## config.mk

```make
export PLATFORM = sky130hd
export DESIGN_NAME = pipe_stage_reg
export DESIGN_NICKNAME = d
export VERILOG_FILES = /design/src/rtl/pipe_pkg.sv /design/src/rtl/pipe_stage_cell.sv /design/src/rtl/pipe_stage_reg.sv
export SDC_FILE = /design/constraint.sdc
export NUM_CORES = 1
export LEC_CHECK = 0
export ABC_CLOCK_PERIOD_IN_PS = 2600
export CAP_MARGIN = 40
export CORE_MARGIN = 5
export CORE_UTILIZATION = 35
export DETAILED_ROUTE_END_ITERATION = 16
export GPL_ROUTABILITY_DRIVEN = 0
export GPL_TIMING_DRIVEN = 0
export PLACE_DENSITY = 0.81
export SLEW_MARGIN = 20
export SYNTH_ARGS = -nofsm -noshare
export SYNTH_HDL_FRONTEND = slang
export SYNTH_SLANG_ARGS = --single-unit
```

## constraint.sdc

```tcl
create_clock -name clk_i -period 2.6 [get_ports clk_i]
set_input_delay 0.26 -clock clk_i [delete_from_list [all_inputs] [get_ports clk_i]]
set_output_delay 0.26 -clock clk_i [all_outputs]
set_load 0.05 [all_outputs]
```

## src/rtl/pipe_pkg.sv

```systemverilog
// Shared widths and control-bit positions for the EX/MEM pipeline bundles.
package pipe_pkg;

  localparam int unsigned EXMEM_DATA_W = 101;
  localparam int unsigned EXMEM_CTRL_W = 4;

  localparam int unsigned CTRL_MEMWRITE = 0;
  localparam int unsigned CTRL_MEMREAD  = 1;
  localparam int unsigned CTRL_MEMTOREG = 2;
  localparam int unsigned CTRL_REGWRITE = 3;

endpackage

```

## src/rtl/pipe_stage_cell.sv

```systemverilog
// One pipeline stage: valid/ctrl/data with load, hold and kill.
// Kill clears valid and ctrl but keeps data, so an invalid stage never carries live control.
module pipe_stage_cell
  import pipe_pkg::*;
#(
  parameter int unsigned CTRL_W = EXMEM_CTRL_W,
  parameter int unsigned DATA_W = EXMEM_DATA_W
) (
  input  logic              clk_i,
  input  logic              rst_i,
  input  logic              load,
  input  logic              kill,
  input  logic              nxt_valid,
  input  logic [CTRL_W-1:0] nxt_ctrl,
  input  logic [DATA_W-1:0] nxt_data,
  output logic              valid,
  output logic [CTRL_W-1:0] ctrl,
  output logic [DATA_W-1:0] data
);

  always_ff @(posedge clk_i) begin
    if (rst_i) begin
      valid <= 1'b0;
      ctrl  <= '0;
      data  <= '0;
    end else if (kill) begin
      valid <= 1'b0;
      ctrl  <= '0;
    end else if (load) begin
      valid <= nxt_valid;
      ctrl  <= nxt_valid ? nxt_ctrl : '0;
      data  <= nxt_data;
    end
  end

endmodule

```

## src/rtl/pipe_stage_reg.sv

```systemverilog
// DEPTH-deep pipeline register with flush, bubble and stall, plus a
// saturating consecutive-stall counter with a registered timeout flag.
module pipe_stage_reg
  import pipe_pkg::*;
#(
  parameter int unsigned DATA_W           = EXMEM_DATA_W,
  parameter int unsigned CTRL_W           = EXMEM_CTRL_W,
  parameter int unsigned DEPTH            = 1,
  parameter bit          FLUSH_OVER_STALL = 1'b1,
  parameter int unsigned STALL_CNT_W      = 8,
  parameter int unsigned STALL_TIMEOUT    = 200
) (
  input  logic                   clk_i,
  input  logic                   rst_i,
  input  logic                   stall_i,
  input  logic                   flush_i,
  input  logic                   bubble_i,
  input  logic                   valid_i,
  input  logic [CTRL_W-1:0]      ctrl_i,
  input  logic [DATA_W-1:0]      data_i,
  output logic                   valid_o,
  output logic [CTRL_W-1:0]      ctrl_o,
  output logic [DATA_W-1:0]      data_o,
  output logic [STALL_CNT_W-1:0] stall_cnt_o,
  output logic                   stall_timeout_o
);

  localparam logic [STALL_CNT_W-1:0] CNT_MAX = '1;

  logic              flush_eff;
  logic              load;
  logic              kill      [DEPTH];
  logic              in_valid  [DEPTH];
  logic [CTRL_W-1:0] in_ctrl   [DEPTH];
  logic [DATA_W-1:0] in_data   [DEPTH];
  logic              stg_valid [DEPTH];
  logic [CTRL_W-1:0] stg_ctrl  [DEPTH];
  logic [DATA_W-1:0] stg_data  [DEPTH];

  assign flush_eff = flush_i & (FLUSH_OVER_STALL | ~stall_i);
  assign load      = ~stall_i;

  for (genvar k = 0; k < DEPTH; k++) begin : g_stage
    if (k == 0) begin : g_head
      // A bubble only kills the head; the rest of the chain still advances.
      assign kill[k]     = flush_eff | (bubble_i & ~stall_i);
      assign in_valid[k] = valid_i;
      assign in_ctrl[k]  = ctrl_i;
      assign in_data[k]  = data_i;
    end else begin : g_body
      assign kill[k]     = flush_eff;
      assign in_valid[k] = stg_valid[k-1];
      assign in_ctrl[k]  = stg_ctrl[k-1];
      assign in_data[k]  = stg_data[k-1];
    end

    pipe_stage_cell #(
      .CTRL_W (CTRL_W),
      .DATA_W (DATA_W)
    ) u_cell (
      .clk_i     (clk_i),
      .rst_i     (rst_i),
      .load      (load),
      .kill      (kill[k]),
      .nxt_valid (in_valid[k]),
      .nxt_ctrl  (in_ctrl[k]),
      .nxt_data  (in_data[k]),
      .valid     (stg_valid[k]),
      .ctrl      (stg_ctrl[k]),
      .data      (stg_data[k])
    );
  end

  assign valid_o = stg_valid[DEPTH-1];
  assign ctrl_o  = stg_ctrl[DEPTH-1];
  assign data_o  = stg_data[DEPTH-1];

  logic [STALL_CNT_W-1:0] stall_cnt_nxt;
  logic                   timeout_nxt;

  always_comb begin
    stall_cnt_nxt = '0;
    timeout_nxt   = 1'b0;
    if (stall_i) begin
      stall_cnt_nxt = (stall_cnt_o == CNT_MAX) ? stall_cnt_o : stall_cnt_o + 1'b1;
    end
    // Flag tracks the next count so it rises on the same edge the count crosses.
    if (STALL_TIMEOUT != 0) begin
      timeout_nxt = 32'(stall_cnt_nxt) >= 32'(STALL_TIMEOUT);
    end
  end

  always_ff @(posedge clk_i) begin
    if (rst_i) begin
      stall_cnt_o     <= '0;
      stall_timeout_o <= 1'b0;
    end else begin
      stall_cnt_o     <= stall_cnt_nxt;
      stall_timeout_o <= timeout_nxt;
    end
  end

endmodule

```

==> flow_metrics.tcl, run 1 <==
set metrics [dict create \
    status "finished, final reports clean" \
    die_x_um 120 \
    synth_warnings 0 \
    holdPathEnd "g_stage[0].u_cell.data[0]" \
    synth_top_family_by_area "simple AND/OR/NAND/NOR gates" \
    htree_levels 4 \
    finalSetupViolations 0 \
    netlist_area_um2 4250 \
    drive_above_1_share_pct 7.23 \
    drt-total-wl_mm 12.9 \
    mostFrequentLayoutCell "clkdlybuf4s50_1" \
    syn_avg_cell_area_um2 8.20 \
    first_iter_violations 209 \
    core_um2 12000 \
    cts_made_buffers 17 \
    slew_viol_final 0 \
    power_frac_comb_pct 12.9 \
    cts-hold-fix-buffers 0 \
    detail_route.first_pass.iterations 4 \
    syn_nets 630 \
    crit_chain "clkdlybuf4s50_1" \
    slew_headroom_pct 52.8 \
    portBuffers 225 \
    internal_power_mw 3.86 \
    powerDensity_nw_per_um2 682 \
    viasPerCell 4.68 \
    yosysUniqueCellTypes 34 \
    grt_use_total_pct 17.4 \
    timing.reg2reg.setup_slack_ps 1070 \
    reg2reg_from "stall_cnt_o[0]" \
    synth_fa_ha_area_share_pct 0.295 \
    synth_xor_area_share_pct 0 \
    clkTransAtPathRegs_ps 50 \
    crit_arrival_ps 1720 \
    antenna_left 0 \
    worst-r2r-cell-count 4 \
    clkSinkCount 115 \
    postLayoutCoreUtil_pct 61.3 \
    slowest_stage "clkdlybuf4s50_1" \
    cts_tree "built" \
    grt_pass1_vias 3991 \
    crit_type "reg -> out" \
    cp_max_fo 9 \
    synth_mux_area_share_pct 0 \
    grt_max_degree 17 \
    timing.hold.worst_path_depth 3 \
    boundaryPins 226 \
    min_path_type "in -> reg" \
    p_sw_mw 1.14 \
    root_buffer "clkbuf_16" \
    post_drt_wl_per_cell_um 14.0 \
    leakagePower_nw 2.61 \
    hold_viol 0 \
    syn_to_final_growth_pct 72.5 \
    maxCapViolCount 0 \
    cts_buffer_depth 2 \
    grt_antenna_before_repair 0 \
    cp_num_buf_inv 1 \
    n_antenna_cell 0 \
    synthCells 518 \
    grt_pass1_wl_mm 19.8 \
    layout_common_cells "clkdlybuf4s50_1, nand2_1, dfxtp_1" \
    cp-start-kind "flop" \
    clkPwrFrac_pct 50.2 \
    rsz0062_at_grt "false" \
    cts_setup_buffers 0 \
    synth_simple_gate_area_share_pct 22.5 \
    place_hpwl_mm 9.41 \
    die_area_um2 14400 \
    vias 4313 \
    fin_setup_tns_ps 0 \
    overflow 0 \
    rows 40 \
    ys_seq_area_share_pct 54.2 \
    cts_resized 0 \
    min-delay-start "data_i[0]" \
    synth-seq-cells 115 \
    fin_crit_ps 1980 \
    clk_latency_ps 400 \
    peakVddDrop_v 0.000436 \
    end_kind "output port" \
    finalCritPeriodShare_pct 76.2 \
    critPathMaxStageDelay_ps 860 \
    cp_data_required_time_ps 2340 \
    worst_pin_slew_ps 708 \
    die_height_um 120 \
    nets 874 \
    start_util_pct 35.5 \
    sequentialPowerShare_pct 36.9 \
    timing.rr.end "stall_cnt_o[0]" \
    swShare_pct 22.8 \
    fin_skew_ps 3.78 \
    path_delay_family "buffers and inverters" \
    max_freq_ghz 0.504 \
    synth_compound_area_share_pct 15.9 \
    drcViolationCount 0 \
]
kinds of logic (layout without fill, tap and decap cells):
family,Yosys count,after routing
flip-flops,115,115
adder cells (fa/ha/maj),1,1
AO/OA/AOI/OAI,126,126
AND/OR/NAND/NOR,236,236
buffers and inverters,40,297
worst max path at each step:
stage,slack (ps),from,depth (start not counted),to
finish,620,stall_cnt_o[4],1,stall_cnt_o[4]
detailed placement,460,rst_i,4,g_stage[0].u_cell.data[22]
global route,560,stall_cnt_o[4],1,stall_cnt_o[4]
floorplan,880,stall_cnt_o[0],4,stall_cnt_o[0]
global placement,470,rst_i,4,g_stage[0].u_cell.data[26]
CTS,590,stall_cnt_o[4],1,stall_cnt_o[4]
state kept, by name (all words and copies together) (netlist names):
| signal | flops |
|---|---|
| g_stage.u_cell.data | 101 |
| g_stage.u_cell.ctrl | 4 |
| g_stage.u_cell.valid | 1 |
| stall_timeout_o | 1 |
| stall_cnt_o | 8 |
cell usage after synthesis, drive strengths merged:
library cell,instances,area (µm²)
and3,2,12.5
and2,1,6.26
and3b,1,8.76
nand4,2,12.5
a41o,1,10.0
a311oi,1,8.76
nor4b,1,8.76
ha,1,12.5
a22oi,4,30.0
nor2b,2,12.5
inv,2,7.51
nor4,1,6.26
nand2b,2,12.5
o211ai,1,7.51
or3,2,12.5
and4,1,8.76
a21boi,1,7.51
nor3,3,26.3
o31ai,1,7.51
nand3,3,15.0
a31oi,6,37.5
a21oi,105,526
nand2,207,777
clkbuf,14,52.6
nor2,7,26.3
o21ai,3,15.0
a31o,2,17.5
o31a,1,8.76
dfxtp,115,2300
buf,24,241
nor4bb,1,10.0
final cells by class:
type,instances,area [µm²]
Fill cell,1020,4630
Clock inverter,10,179
Clock buffer,22,464
Tap cell,147,184
Buffer,38,294
Sequential cell,115,2300
Multi-Input combinational cell,363,1640
Timing Repair Buffer,225,2250
Inverter,2,7.51
per-stage QoR:
stage	hold slack (ps)	setup slack (ps)	instances	instance area, µm²	total power, mW
finish	404	618	922	7330	5.00
global route	398	560	922	7330	5.19
CTS	382	593	922	7330	5.07
detailed placement	445	460	890	6680	2.53
global placement	441	468	890	6680	2.52
floorplan	396	883	518	4250	2.21
layer usage:
layer	up-vias	routed length, µm	global-route usage, %
met2	168	6120	28.6
met3	24	1310	7.40
met5	-	0	0
met1	1915	5190	19.5
li1	2206	-	-
met4	0	284	7.87
power by group through the flow:
stage | Sequential [mW] | Clock [mW] | Combinational (mW)
after floorplan | 2.07 | 0 | 0.141
after global placement | 1.88 | 0 | 0.643
after detailed placement | 1.88 | 0 | 0.645
after CTS | 1.85 | 2.57 | 0.648
after global routing | 1.85 | 2.65 | 0.680
final | 1.85 | 2.51 | 0.643
(Power assumes the default switching activity.)
==> run 2: changes to the inputs <==
ABC_CLOCK_PERIOD_IN_PS = 1600   (was 2600)
PLACE_DENSITY = 0.84   (was 0.81)
clock period = 1.6 ns   (was 2.6 ns; I/O delays follow)
==> flow_metrics.tcl, run 2 (synthesis gave the netlist of run 1 again) <==
set metrics [dict create \
    drive_above_1_share_pct 7.74 \
    detail_route.first_pass.iterations 4 \
    postLayoutCoreUtil_pct 60.3 \
    stdcell_count 922 \
    antenna_left 0 \
    crit_arrival_ps 1380 \
    grt_use_total_pct 18.1 \
    clk_latency_ps 400 \
    timing.rr.end "stall_cnt_o[0]" \
    status "finished, final reports clean" \
    crit_start "stall_cnt_o[6]" \
    post-place-ws_ps -411 \
    route.met2.wl_mm 6.50 \
    grt_pass1_vias 4122 \
    cp-start-kind "flop" \
    end_kind "output port" \
    largest_reg_flops 101 \
    leakagePower_nw 3.14 \
    htree_levels 4 \
    worst_pin_slew_ps 539 \
    maxCapViolCount 0 \
    start_util_pct 35.5 \
    layout_common_cells "nand2_1, dfxtp_1, dlygate4sd2_1" \
    worst-r2r-cell-count 4 \
    peakVddDrop_v 0.000583 \
    reg2reg_from "stall_cnt_o[0]" \
    crit_type "reg -> out" \
    viasPerCell 4.70 \
    critPathCapture "stall_cnt_o[6]" \
    die_area_um2 14400 \
    cts_tree "built" \
    fin_crit_ps 1540 \
    hold_viol 0 \
    cts_made_buffers 17 \
    slowest_stage "clkdlybuf4s15_1" \
    rsz0062_at_grt "false" \
    cp_max_fo 8 \
    cp_num_buf_inv 1 \
    slew_headroom_pct 63.7 \
    drt-met1-wl_mm 5.26 \
    critPathMaxStageDelay_ps 540 \
    timing.hold.worst_path_depth 3 \
    drcViolationCount 0 \
    syn_to_final_growth_pct 69.9 \
    drt-total-wl_mm 13.5 \
    cts_setup_buffers 0 \
    portBuffers 225 \
    powerDensity_nw_per_um2 1150 \
    place_hpwl_mm 9.87 \
    die_x_um 120 \
    path_delay_family "buffers and inverters" \
    worstSetupPathDepth 1 \
    min_path_type "in -> reg" \
    cp_data_required_time_ps 1440 \
    finalCritPeriodShare_pct 96.2 \
    fin_skew_ps 3.28 \
    grt_pass1_wl_mm 20.5 \
    die_height_um 120 \
    reg_top3 "g_stage.u_cell.data (101), stall_cnt_o (8), g_stage.u_cell.ctrl (4)" \
    rows 40 \
    boundaryPins 226 \
    finalSetupViolations 0 \
    crit_chain "clkdlybuf4s15_1" \
    nets 874 \
    grt_antenna_before_repair 0 \
    slew_viol_final 0 \
    dpl_cell_area_um2 6690 \
    final_area_um2 7220 \
    vias 4332 \
    timing.reg2reg.setup_slack_ps 150 \
    post_drt_wl_per_cell_um 14.6 \
    finalHoldWorstSlack_ps 302 \
    mostFrequentLayoutCell "nand2_1" \
    dr_wl_met3_mm 1.30 \
    n_antenna_cell 0 \
    clkSinkCount 115 \
    setup_ws_ps 60.5 \
    regMostFlops "g_stage.u_cell.data" \
    routed.top_layer "met4" \
    first_iter_violations 177 \
    cts_buffer_depth 2 \
    dp_cells 890 \
    overflow 0 \
    max_freq_ghz 0.650 \
    root_buffer "clkbuf_16" \
    clkTransAtPathRegs_ps 50 \
    core_um2 12000 \
    grt_max_degree 17 \
]
## run 2: cell type report
cell class / count / area (µm²)
plain buffers: 38 / 295
clock buffers: 23 / 478
clock inverters: 9 / 199
fillers: 1116 / 4740
inverters: 2 / 7.51
multi-input cells: 363 / 1640
flip-flops and latches: 115 / 2300
well taps: 147 / 184
repair buffers: 225 / 2110
## run 2: layer usage
metal | up-vias | global-route usage (%)
met1 | 1925 | 19.6
met5 | - | 0
met4 | 0 | 8.59
met2 | 177 | 30.6
li1 | 2196 | -
met3 | 34 | 7.35
## run 2: power breakdown
part | internal (mW) | switching (mW)
combinational | 0.419 | 0.574
sequential | 2.96 | 0.0415
clock | 3.04 | 1.27
## run 2: how the worst min path moves through the flow
stage,start,to,slack (ps)
after floorplan,data_i[0],g_stage[0].u_cell.data[0],300
after global placement,g_stage[0].u_cell.data[88],g_stage[0].u_cell.data[88],440
after detailed placement,g_stage[0].u_cell.data[63],g_stage[0].u_cell.data[63],450
after CTS,data_i[70],g_stage[0].u_cell.data[70],280
after global routing,data_i[76],g_stage[0].u_cell.data[76],290
final,data_i[70],g_stage[0].u_cell.data[70],300
## run 2: metrics by stage
stage          total power, mW  TNS, ps
6_report                  8.31        0
5_1_grt                   8.61        0
4_1_cts                   8.40        0
3_5_place_dp              4.11   -31940
3_3_place_gp              4.10   -33460
2_1_floorplan             3.59        0
## run 2: what timing repair did
action | in CTS | in global routing
endpoints found under the hold margin | 0 | 0
setup endpoints to repair | 115 | 79
hold buffers | 0 | 0
resized for setup | 116 | 4
## run 2: worst register-to-register path, cell delays in order, from the launching register on
cell	delay, ps
dfxtp_2	380
ha_1	290
nand4_1	240
o31a_1	340
nor3_1	120
==> variant, RTL diff (flow settings as in run 2) <==
`FLUSH_OVER_STALL`: 1'b1 -> 1'b0.
--- a/src/rtl/pipe_stage_reg.sv
+++ b/src/rtl/pipe_stage_reg.sv
@@ -7,5 +7,5 @@
   parameter int unsigned CTRL_W           = EXMEM_CTRL_W,
   parameter int unsigned DEPTH            = 1,
-  parameter bit          FLUSH_OVER_STALL = 1'b1,
+  parameter bit          FLUSH_OVER_STALL = 1'b0,
   parameter int unsigned STALL_CNT_W      = 8,
   parameter int unsigned STALL_TIMEOUT    = 200
Behaviour: not the same (Yosys sat finds a counterexample within 4 cycles, from zero or initial values and one cycle with rst_i high).
==> variant against run 2 <==
  * Synthesized cell count fell by 1.7%
  * Design area down 2.3%
  * Area after synthesis down 2.4%
  * Hold slack got worse by 270 ps
  * First-iteration DRC count grew 46%
  * Via count decreased by 2.3%
  * Sequential cell count stayed put
  * Power down 6.3%
  * Routed wire length fell by 2.2%
  * Worst setup slack got worse by 10 ps
  * Largest cell class unchanged
  * Largest power group unchanged
==> variant: results <==
metrics = {
    "global_routing": {
        "use_met2": 0.323,
        "grt_util_met1": 0.205,
        "grt_first_pass_wirelength_um": 21400,
        "grt.total_usage": 0.190,
    },
    "sta": {
        "timing.hold.ws_ps": 36.1,
        "finClkSkew_ps": 6.15,
    },
    "synthesis": {
        "synth_cell_type_count": 29,
        "synthCells": 509,
        "synth_nets": 621,
    },
    "final_layout": {
        "layout.cells.non_filler": 910,
        "layout-drive-gt1-share": 0.0795,
        "layout.area.seq_um2": 2310,
        "clock_buffers": 22,
        "clock_area_frac": 0.0857,
        "nNonClkBuffers": 262,
        "multiInputCombCellCount": 357,
        "nets": 866,
    },
    "hold_path": {
        "min_from": "stall_i",
    },
    "placement": {
        "place_inst": 876,
        "place_area_um2": 6580,
    },
    "critical_path": {
        "ff2ff_path_depth": 6,
        "crit_fanout": 7,
    },
    "floorplanning": {
        "dieArea_um2": 14100,
    },
    "status": {
        "outcome": "finished, final reports clean",
    },
    "power_and_ir_drop": {
        "power.leakage_nw": 3.10,
        "powerDensity_nw_per_um2": 1100,
    },
    "routing": {
        "wl_um": 13200,
        "drt_iter0_drc": 259,
        "routed_via_density": 4.65,
    },
}
[variant: changes by cell type in the layout (fill, tap and decap cells not counted), sizes merged, moves of 2 or more]
cell,before,now
nor3,3,1
o21ai,3,1
nand2,207,209
a211oi,0,3
clkinv,3,5
o21bai,0,2
clkinvlp,0,2
nor2,7,10
a31oi,6,2
bufinv,6,3
a31o,2,0
[variant: worst max-delay path by stage]
stage / endpoint / slack [ps] / cells after the start
floorplan: stall_cnt_o[0] / 7 / 4
global placement: g_stage[0].u_cell.data[27] / -370 / 4
detailed placement: g_stage[0].u_cell.data[26] / -380 / 4
CTS: stall_cnt_o[7] / 10 / 1
global route: stall_cnt_o[6] / 1 / 1
finish: stall_cnt_o[6] / 50 / 1
[variant: cell families after synthesis]
| family | Yosys count | share of synthesized area |
|---|---|---|
| mux | 1 | 0.00241 |
| flops | 115 | 0.555 |
| simple gates | 232 | 0.219 |
| buf+inv | 37 | 0.0619 |
| xor+xnor | 2 | 0.00423 |
| compound gates | 121 | 0.154 |
| fa+ha+maj | 1 | 0.00302 |
[variant: routing by layer]
metal  up-vias  share of wire
met2       193           0.48
li1       2158              -
met1      1858           0.40
met3        25          0.094
met4         0          0.026
met5         -              0
[variant: what timing repair did]
action | in CTS | in global routing
setup buffers | 2 | 0
setup endpoints to repair | 117 | 36
pin swaps | 1 | 0
gates resized for setup | 116 | 7
[variant: where the power goes]
group	total [mW]	internal, mW	switching, mW	leakage [nW]
combinational	0.986	0.413	0.574	1.87
clock	3.80	2.55	1.24	0.296
sequential	3.00	2.96	0.0421	0.936
[variant: worst reg2reg max path: cells and delay by family, from the launching register on]
family / cells / cell delay [ps]
xor+xnor: 1 / 140
buf+inv: 2 / 390
flops: 1 / 380
fa+ha+maj: 1 / 160
simple gates: 2 / 220
